`src/rtl/multiplier_pkg.sv`:
```
// Shared types and default parameters for the sequential shift-add multiplier.
package multiplier_pkg;

  // Default operand width and multiplier bits consumed per iteration
  localparam int N_DEFAULT = 8;
  localparam int K_DEFAULT = 1;

  // Controller states
  typedef enum logic [1:0] {
    IDLE = 2'd0,
    CALC = 2'd1,
    DONE = 2'd2
  } mul_state_e;

endpackage : multiplier_pkg

```
`src/rtl/seq_multiplier.sv`:
```
// Sequential signed/unsigned multiplier.
// Operands are converted to magnitudes on acceptance. The product is then built
// LSB-first, K multiplier bits per clock, and finally re-signed into p_out.
// N must be >= 2 and an integer multiple of K.
module seq_multiplier
  import multiplier_pkg::*;
#(
  parameter int N = N_DEFAULT,
  parameter int K = K_DEFAULT
) (
  input  logic           clk,
  input  logic           rst,
  input  logic           in_valid,
  output logic           in_ready,
  input  logic           is_signed,
  input  logic [N-1:0]   data_a,
  input  logic [N-1:0]   data_b,
  output logic           out_valid,
  input  logic           out_ready,
  output logic [2*N-1:0] p_out,
  output logic           busy
);

  localparam int ITERS = N / K;
  localparam int CW    = $clog2(ITERS + 1);
  localparam int PW    = 2 * N;
  localparam logic [CW-1:0] LAST_CNT = CW'(ITERS - 1);

  mul_state_e state, state_next;

  logic [PW-1:0] mcand;     // magnitude of a, pre-shifted to the current bit position
  logic [N-1:0]  mplier;    // remaining multiplier magnitude bits, consumed from the LSB
  logic [PW-1:0] acc;       // running product magnitude
  logic [CW-1:0] cnt;       // iterations completed in CALC
  logic          sign;      // product must be negated
  logic [PW-1:0] p_reg;     // presented product, held until the next completion

  logic          accept;
  logic          last_iter;
  logic [N-1:0]  mag_a;
  logic [N-1:0]  mag_b;
  logic [K-1:0]  chunk;
  logic [PW-1:0] partial;
  logic [PW-1:0] acc_sum;

  assign accept    = in_valid && (state == IDLE);
  assign last_iter = (cnt == LAST_CNT);

  // Magnitudes of the offered operands; the most negative value maps to 2^(N-1)
  always_comb begin
    mag_a = data_a;
    mag_b = data_b;
    if (is_signed && data_a[N-1]) mag_a = -data_a;
    if (is_signed && data_b[N-1]) mag_b = -data_b;
  end

  // One shift-add step: multiplicand times the next K multiplier bits
  always_comb begin
    chunk   = mplier[K-1:0];
    partial = mcand * PW'(chunk);
    acc_sum = acc + partial;
  end

  // State register
  always_ff @(posedge clk or posedge rst) begin
    if (rst) begin
      state <= IDLE;
    end else begin
      state <= state_next;
    end
  end

  // Next-state and handshake outputs
  always_comb begin
    state_next = state;
    in_ready   = 1'b0;
    out_valid  = 1'b0;
    busy       = 1'b1;
    case (state)
      IDLE: begin
        in_ready = 1'b1;
        busy     = 1'b0;
        if (in_valid) state_next = CALC;
      end
      CALC: begin
        if (last_iter) state_next = DONE;
      end
      DONE: begin
        out_valid = 1'b1;
        if (out_ready) state_next = IDLE;
      end
      default: begin
        state_next = IDLE;
      end
    endcase
  end

  // Datapath: capture operands on acceptance, iterate in CALC, publish on the last step
  always_ff @(posedge clk or posedge rst) begin
    if (rst) begin
      mcand  <= '0;
      mplier <= '0;
      acc    <= '0;
      cnt    <= '0;
      sign   <= 1'b0;
      p_reg  <= '0;
    end else if (accept) begin
      mcand  <= {{N{1'b0}}, mag_a};
      mplier <= mag_b;
      acc    <= '0;
      cnt    <= '0;
      sign   <= is_signed && (data_a[N-1] ^ data_b[N-1]);
    end else if (state == CALC) begin
      acc    <= acc_sum;
      mcand  <= mcand << K;
      mplier <= mplier >> K;
      cnt    <= cnt + CW'(1);
      if (last_iter) begin
        p_reg <= sign ? -acc_sum : acc_sum;
      end
    end
  end

  assign p_out = p_reg;

endmodule : seq_multiplier

```
`config.mk`:
```
export PLATFORM = sky130hd
export DESIGN_NAME = seq_multiplier
export DESIGN_NICKNAME = d
export VERILOG_FILES = /design/src/rtl/multiplier_pkg.sv /design/src/rtl/seq_multiplier.sv
export SDC_FILE = /design/constraint.sdc
export NUM_CORES = 1
export LEC_CHECK = 0
export CELL_PAD_IN_SITES_DETAIL_PLACEMENT = 0
export CELL_PAD_IN_SITES_GLOBAL_PLACEMENT = 1
export CORE_MARGIN = 1.5
export CORE_UTILIZATION = 47
export DETAILED_ROUTE_END_ITERATION = 8
export PLACE_DENSITY = 0.89
export SYNTH_ARGS = -nofsm -noshare
export SYNTH_HDL_FRONTEND = slang
export SYNTH_SLANG_ARGS = --single-unit
```
`constraint.sdc`:
```
create_clock -name clk -period 4.6 [get_ports clk]
set_input_delay 0.46 -clock clk [delete_from_list [all_inputs] [get_ports clk]]
set_output_delay 0.46 -clock clk [all_outputs]
set_load 0.02 [all_outputs]
```
==> results.cfg, run 1 <==
[logic_synthesis]
async_flop_share_pct = 100.0
yosysTopAreaCell = dfrtp_1
synthAdderAreaFrac_pct = 6.665
yosys.area_share.xor_xnor_pct = 8.832
synth-compound-area-share_pct = 19.86
synth-simple-area-share_pct = 19.22
seq_area_frac_synth_pct = 40.76
synth_cell_types = 51
syn_nets = 484
synth_edf_count = 0
yosysTopAreaCellShare_pct = 40.76
synth.mux.area_fraction_pct = 1.068
ys_ff_latch = 63
synth_area_per_cell_um2 = 8.730
yosysWarnings = 0
synth_ff_type = dfrtp_1
synth_cells = 443
synth_top_family_by_area = compound AO/OA/AOI/OAI gates
synthTopCellsByArea = dfrtp_1 (41%), o21ai_0 (8.3%), nand2_1 (6.9%)
netlist_area_um2 = 3867

[cells_and_area]
fin_nets = 519
syn2layout_area_growth_pct = 16.53
design_area_um2 = 4507
drive_gt1_share_pct = 6.625
antennaDiodeCount = 0

[pwr]
switchingPower_uw = 1343
switching_share_pct = 44.12
p_leak_uw = 0.001969
peakVddDrop_v = 0.0003415
power_frac_clock_pct = 13.6
p_seq_share_pct = 31.7
p_int_uw = 1701
combPwrFrac_pct = 54.7
powerDensity_nw_per_um2 = 675.5

[routing]
postRouteAntennaNets = 0
routed_wirelength_mm = 7.850
viasPerCell = 5.371
num_vias = 3142
drc = 0
dr.first_iter.drc_count = 104
wl_per_cell_um = 13.42
dr.pass1.iters = 4

[setup_path]
cp_cell_sequence = and2_1 > ha_1 > fa_1 > a21o_1 > a21oi_1 > xnor2_1 > or3b_2 > nor2_1 > nand3_2 > o21a_1 > xnor2_1 > mux2_2
r2r-end = p_out[11]
crit_required_ps = 4820
startpoint = mplier[0]
rr_startpoint = mplier[0]
crit_type = reg -> reg
cp_slowest_cell = dfrtp_1
cp-start-kind = register
r2r_slack_ps = 1180
endpoint_kind = register
crit_arrival_ps = 3640
cp_top_family = simple AND/OR/NAND/NOR gates
slowest_delay_ps = 510
path_buf_inv = 0
cp-endpoint = p_out[11]
cp.depth = 12
reg2reg_depth = 12
cpMostUsedCell = xnor2_1
cp_max_fo = 17

[hold_path]
hold_path.class = reg -> reg
hold-path-cell-count = 2

[global_route]
grt_pass1_wl_mm = 13.50
grt_max_degree = 64
grt_overflow = 0
gr-usage-all-layers_pct = 19.54
grt_pass1_vias = 3080
antenna_found_initial = 0

[timing]
drv_slew = 0
grt_setup_unrepaired = false
timing.hold.ws_ps = 481.0
finalSetupViolations = 0
max-slew-margin-rel_pct = 36.43
fin_crit_ps = 3416
post-route-period-util_pct = 74.27
fin_skew_ps = 12.39
worst_slew_pin_slew_ps = 951.3
hold_viol_final = 0
fmax_mhz = 292.7
tns_ps = 0

[die]
die_h_um = 93.71
die_w_um = 93.71
ios = 40
start_util_pct = 49.28
die_area_um2 = 8782
coreArea_um2 = 7848
num_rows = 32

[placement]
dp_hpwl_mm = 5.775
dpl_cell_area_um2 = 4335
io_buffers = 39
finalWeightedCongestion = 0.8406

[clock_network]
clock_latency_ps = 340
cts_max_level = 3
cts_hold_buffers = 0
cts_buffers = 9
cts_tree = yes
clock_path_buffers = 2
cts.repair.resized = 0
clkTransAtPathRegs_ps = 70
cts_root_buf = clkbuf_8
cts_sinks = 63
postCtsSetupRepairBufs = 0

[outcome]
status = complete, no violations

[job]
drv_cap = 0
==> cell families after synthesis <==
family          count (synthesis)
mux                             4
compound gates                127
simple gates                  157
flops                          63
xor+xnor                       39
fa+ha+maj                      20
buf+inv                        33
==> worst register-to-register path, stage by stage, from the launching register on <==
cell	delay, ps
dfrtp_1	510
and2_1	210
ha_1	210
fa_1	430
a21o_1	180
a21oi_1	170
xnor2_1	160
or3b_2	510
nor2_1	190
nand3_2	140
o21a_1	220
xnor2_1	120
mux2_2	270
==> power groups by stage <==
stage	Combinational, µW	Clock (µW)	Sequential, µW
floorplan	1220	0	994
global placement	1630	0	964
detailed placement	1670	0	977
CTS	1670	427	968
global route	1870	455	999
finish	1670	414	965
==> state kept, by name, summed over array words and instances, names as in the netlist <==
signal	flops
sign	1
mcand	16
mplier	8
acc	16
p_out	16
state	2
cnt	4
==> cells in the final DEF (no fill, tap or decap), drive strengths merged, types with 4 or more instances in the layout <==
| cell | instances |
|---|---|
| inv | 14 |
| ha | 19 |
| nand2b | 5 |
| dfrtp | 63 |
| clkdlybuf4s50 | 39 |
| nand2 | 71 |
| and2 | 16 |
| clkinv | 4 |
| nand3 | 26 |
| xor2 | 11 |
| a21oi | 16 |
| xnor2 | 28 |
| nor3 | 4 |
| clkbuf | 9 |
| o21ai | 68 |
| buf | 5 |
| a22oi | 14 |
| a31oi | 4 |
| nor2 | 19 |
==> per-layer routing <==
layer  wire length, µm  vias up  global-route usage (%)
met1              3804     1447                   24.41
met5                 0        -                       0
met4                59        0                   5.970
met2              3680       71                   33.64
li1                  -     1617                       -
met3               305        7                   4.288
==> how the worst min path moves through the flow <==
stage | slack, ps | endpoint | from
floorplan | 460 | acc[10] | acc[10]
detailed placement | 470 | p_out[5] | p_out[5]
global route | 500 | p_out[5] | p_out[5]
global placement | 460 | p_out[5] | p_out[5]
CTS | 480 | p_out[5] | p_out[5]
finish | 480 | p_out[5] | p_out[5]
==> area by class of cell <==
| type | instances | area (µm²) |
|---|---|---|
| clock buffers | 9 | 123.9 |
| clock inverters | 7 | 47.55 |
| fillers | 734 | 3341 |
| inverters | 13 | 48.80 |
| multi-input cells | 347 | 2155 |
| flip-flops and latches | 63 | 1577 |
| well taps | 102 | 127.6 |
| repair buffers | 44 | 427.9 |
==> cell usage after synthesis (all sizes together), types with 4 or more instances <==
cell type	n
nand2	71
o21ai	68
dfrtp	63
xnor2	28
nand3	26
ha	19
nor2	19
a21oi	16
and2	16
clkbuf	16
a22oi	14
inv	13
xor2	11
nand2b	5
a31oi	4
buf	4
nor3	4
==> stage by stage <==
stage | worst slack [ps] | utilization (%) | std cells | total power, µW
2_1_floorplan | 1563 | - | 443 | 2212
3_5_place_dp | 1196 | 55.25 | 569 | 2649
5_1_grt | 957.2 | 57.43 | 585 | 3322
6_report | 1184 | 57.43 | 585 | 3044
4_1_cts | 1166 | 57.43 | 585 | 3067
3_3_place_gp | 1255 | 55.25 | 569 | 2596
No activity file was read; power rests on OpenSTA's default activity.
==> run 2, diff against run 1 <==
CORE_UTILIZATION = 39   (was 47)
PLACE_DENSITY = 0.79   (was 0.89)
clock period = 2.8 ns   (was 4.6 ns; I/O delays follow)
==> run 2 against run 1 <==
  * The flow now finishes with violations (setup timing)
  * Hold slack lost 6.4 ps
  * Final cell count is 12% higher
  * Critical endpoint unchanged
  * Total power up 93%
  * Highest routed layer unchanged
  * Largest power group unchanged
  * Clock power grew 87%
  * Critical path depth is 1 lower
  * Combinational power rose by 110%
==> results.cfg, run 2 (synthesized netlist as in run 1, its figures left out) <==
[global_route]
grt_overflow = 0
antenna_found_initial = 0
grt_pass1_vias = 3129
gr-usage-all-layers_pct = 17.51
grt_max_degree = 64
grt_pass1_wl_mm = 14.43

[pwr]
powerDensity_nw_per_um2 = 1165
p_total_uw = 5888
peakVddDrop_v = 0.0004427
p_leak_uw = 0.002219

[clock_network]
clkTransAtPathRegs_ps = 80
cts_sinks = 63
clock_path_buffers = 2
cts_root_buf = clkbuf_8
cts_tree = yes
clock_latency_ps = 350
cts_max_level = 3
cts_buffers = 9

[setup_path]
cp-start-kind = register
crit_required_ps = 3040
crit_arrival_ps = 3140
endpoint_kind = register
crit_type = reg -> reg
cp_max_fo = 6

[outcome]
status = finished, violations left
violations = setup timing

[routing]
num_vias = 3316
routed_wirelength_mm = 8.570
postRouteAntennaNets = 0
drc = 0
dr.first_iter.drc_count = 75
viasPerCell = 5.047
dr.pass1.iters = 4
wl_per_cell_um = 13.04

[timing]
max-slew-margin-rel_pct = 47.39
grt_setup_unrepaired = true
tns_ps = -243.5
post-route-period-util_pct = 103.7
setup_slack_ps = -103.2
drv_slew = 0
fmax_mhz = 344.5
finalSetupViolations = 4
worst_slew_pin_slew_ps = 789.2
fin_skew_ps = 12.27
hold_viol_final = 0
fin_crit_ps = 2903

[cells_and_area]
fillCellCount = 963
fin_nets = 561
finish.utilization_pct = 52.18
antennaDiodeCount = 0
final_common_cell = nand2_1
drive_gt1_share_pct = 18.51
syn2layout_area_growth_pct = 30.67
design_area_um2 = 5054
final_cell_mix = nand2_1 (71), o21ai_0 (63), dfrtp_1 (63)

[placement]
place_ws_ps = -184.4
io_buffers = 39
finalWeightedCongestion = 0.8587
dpl_cell_area_um2 = 4705
dp_hpwl_mm = 6.304

[die]
die_area_um2 = 10520
start_util_pct = 39.94
coreArea_um2 = 9684
die_h_um = 102.6
ios = 40
die_w_um = 102.6
num_rows = 36

[hold_path]
hold_path.class = reg -> reg

[job]
drv_cap = 0
-- run 2: power breakdown --
part	switching, µW	internal (µW)	leakage (µW)
logic	1850	1690	0.00131
registers	274	1300	0.000808
clock network	343	431	0.0000964
-- run 2: repair_timing --
action / 4_1_cts / 5_1_grt
endpoints found under the setup margin: 5 / 10
endpoints found under the hold margin: 0 / 0
pin swaps: 7 / 6
setup buffers: 0 / 2
hold buffers: 0 / 0
resized for setup: 8 / 18
-- run 2: path summary, 6_finish.rpt --
check                      startpoint        end  slack, ps  depth (start not counted)
hold reg to reg              p_out[4]   p_out[4]        470                          2
max in group asynchronous         rst    acc[11]       1790                          3
hold / removal               p_out[4]   p_out[4]        470                          2
min in group asynchronous         rst  p_out[13]        490                          3
setup reg to reg            mplier[0]  p_out[11]       -100                         11
setup / recovery            mplier[0]  p_out[11]       -100                         11
-- run 2: final cells by class --
class	instances	area [µm²]	area share [%]
Clock buffer	12	145.1	2.872
Timing Repair Buffer	86	743.2	14.71
Multi-Input combinational cell	347	2330	46.10
Inverter	13	48.80	0.9656
Tap cell	133	166.4	3.293
Sequential cell	63	1577	31.20
Clock inverter	3	43.79	0.8666
-- run 2: metal layers --
layer / up-vias / routed length (µm) / track usage [%]
met5: - / 0 / 0
met2: 71 / 3917 / 28.02
met3: 11 / 288 / 3.661
met4: 0 / 80 / 6.006
li1: 1703 / - / -
met1: 1531 / 4283 / 23.64
-- run 2: per-stage QoR --
step | cells | hold slack (ps)
after floorplan | 443 | 387.6
after global placement | 640 | 460.3
after detailed placement | 640 | 469.8
after CTS | 655 | 483.9
after global routing | 657 | 497.4
final | 657 | 474.6
-- run 2: critical path: stages, from the launching register on --
cell      delay, ps
dfrtp_1         410
buf_4           150
and2_1          130
ha_1            340
a21o_1          190
a211oi_2        310
a21oi_2         150
xnor2_2         370
nand3_4         130
o21a_1          230
xnor2_1         120
mux2_2          250
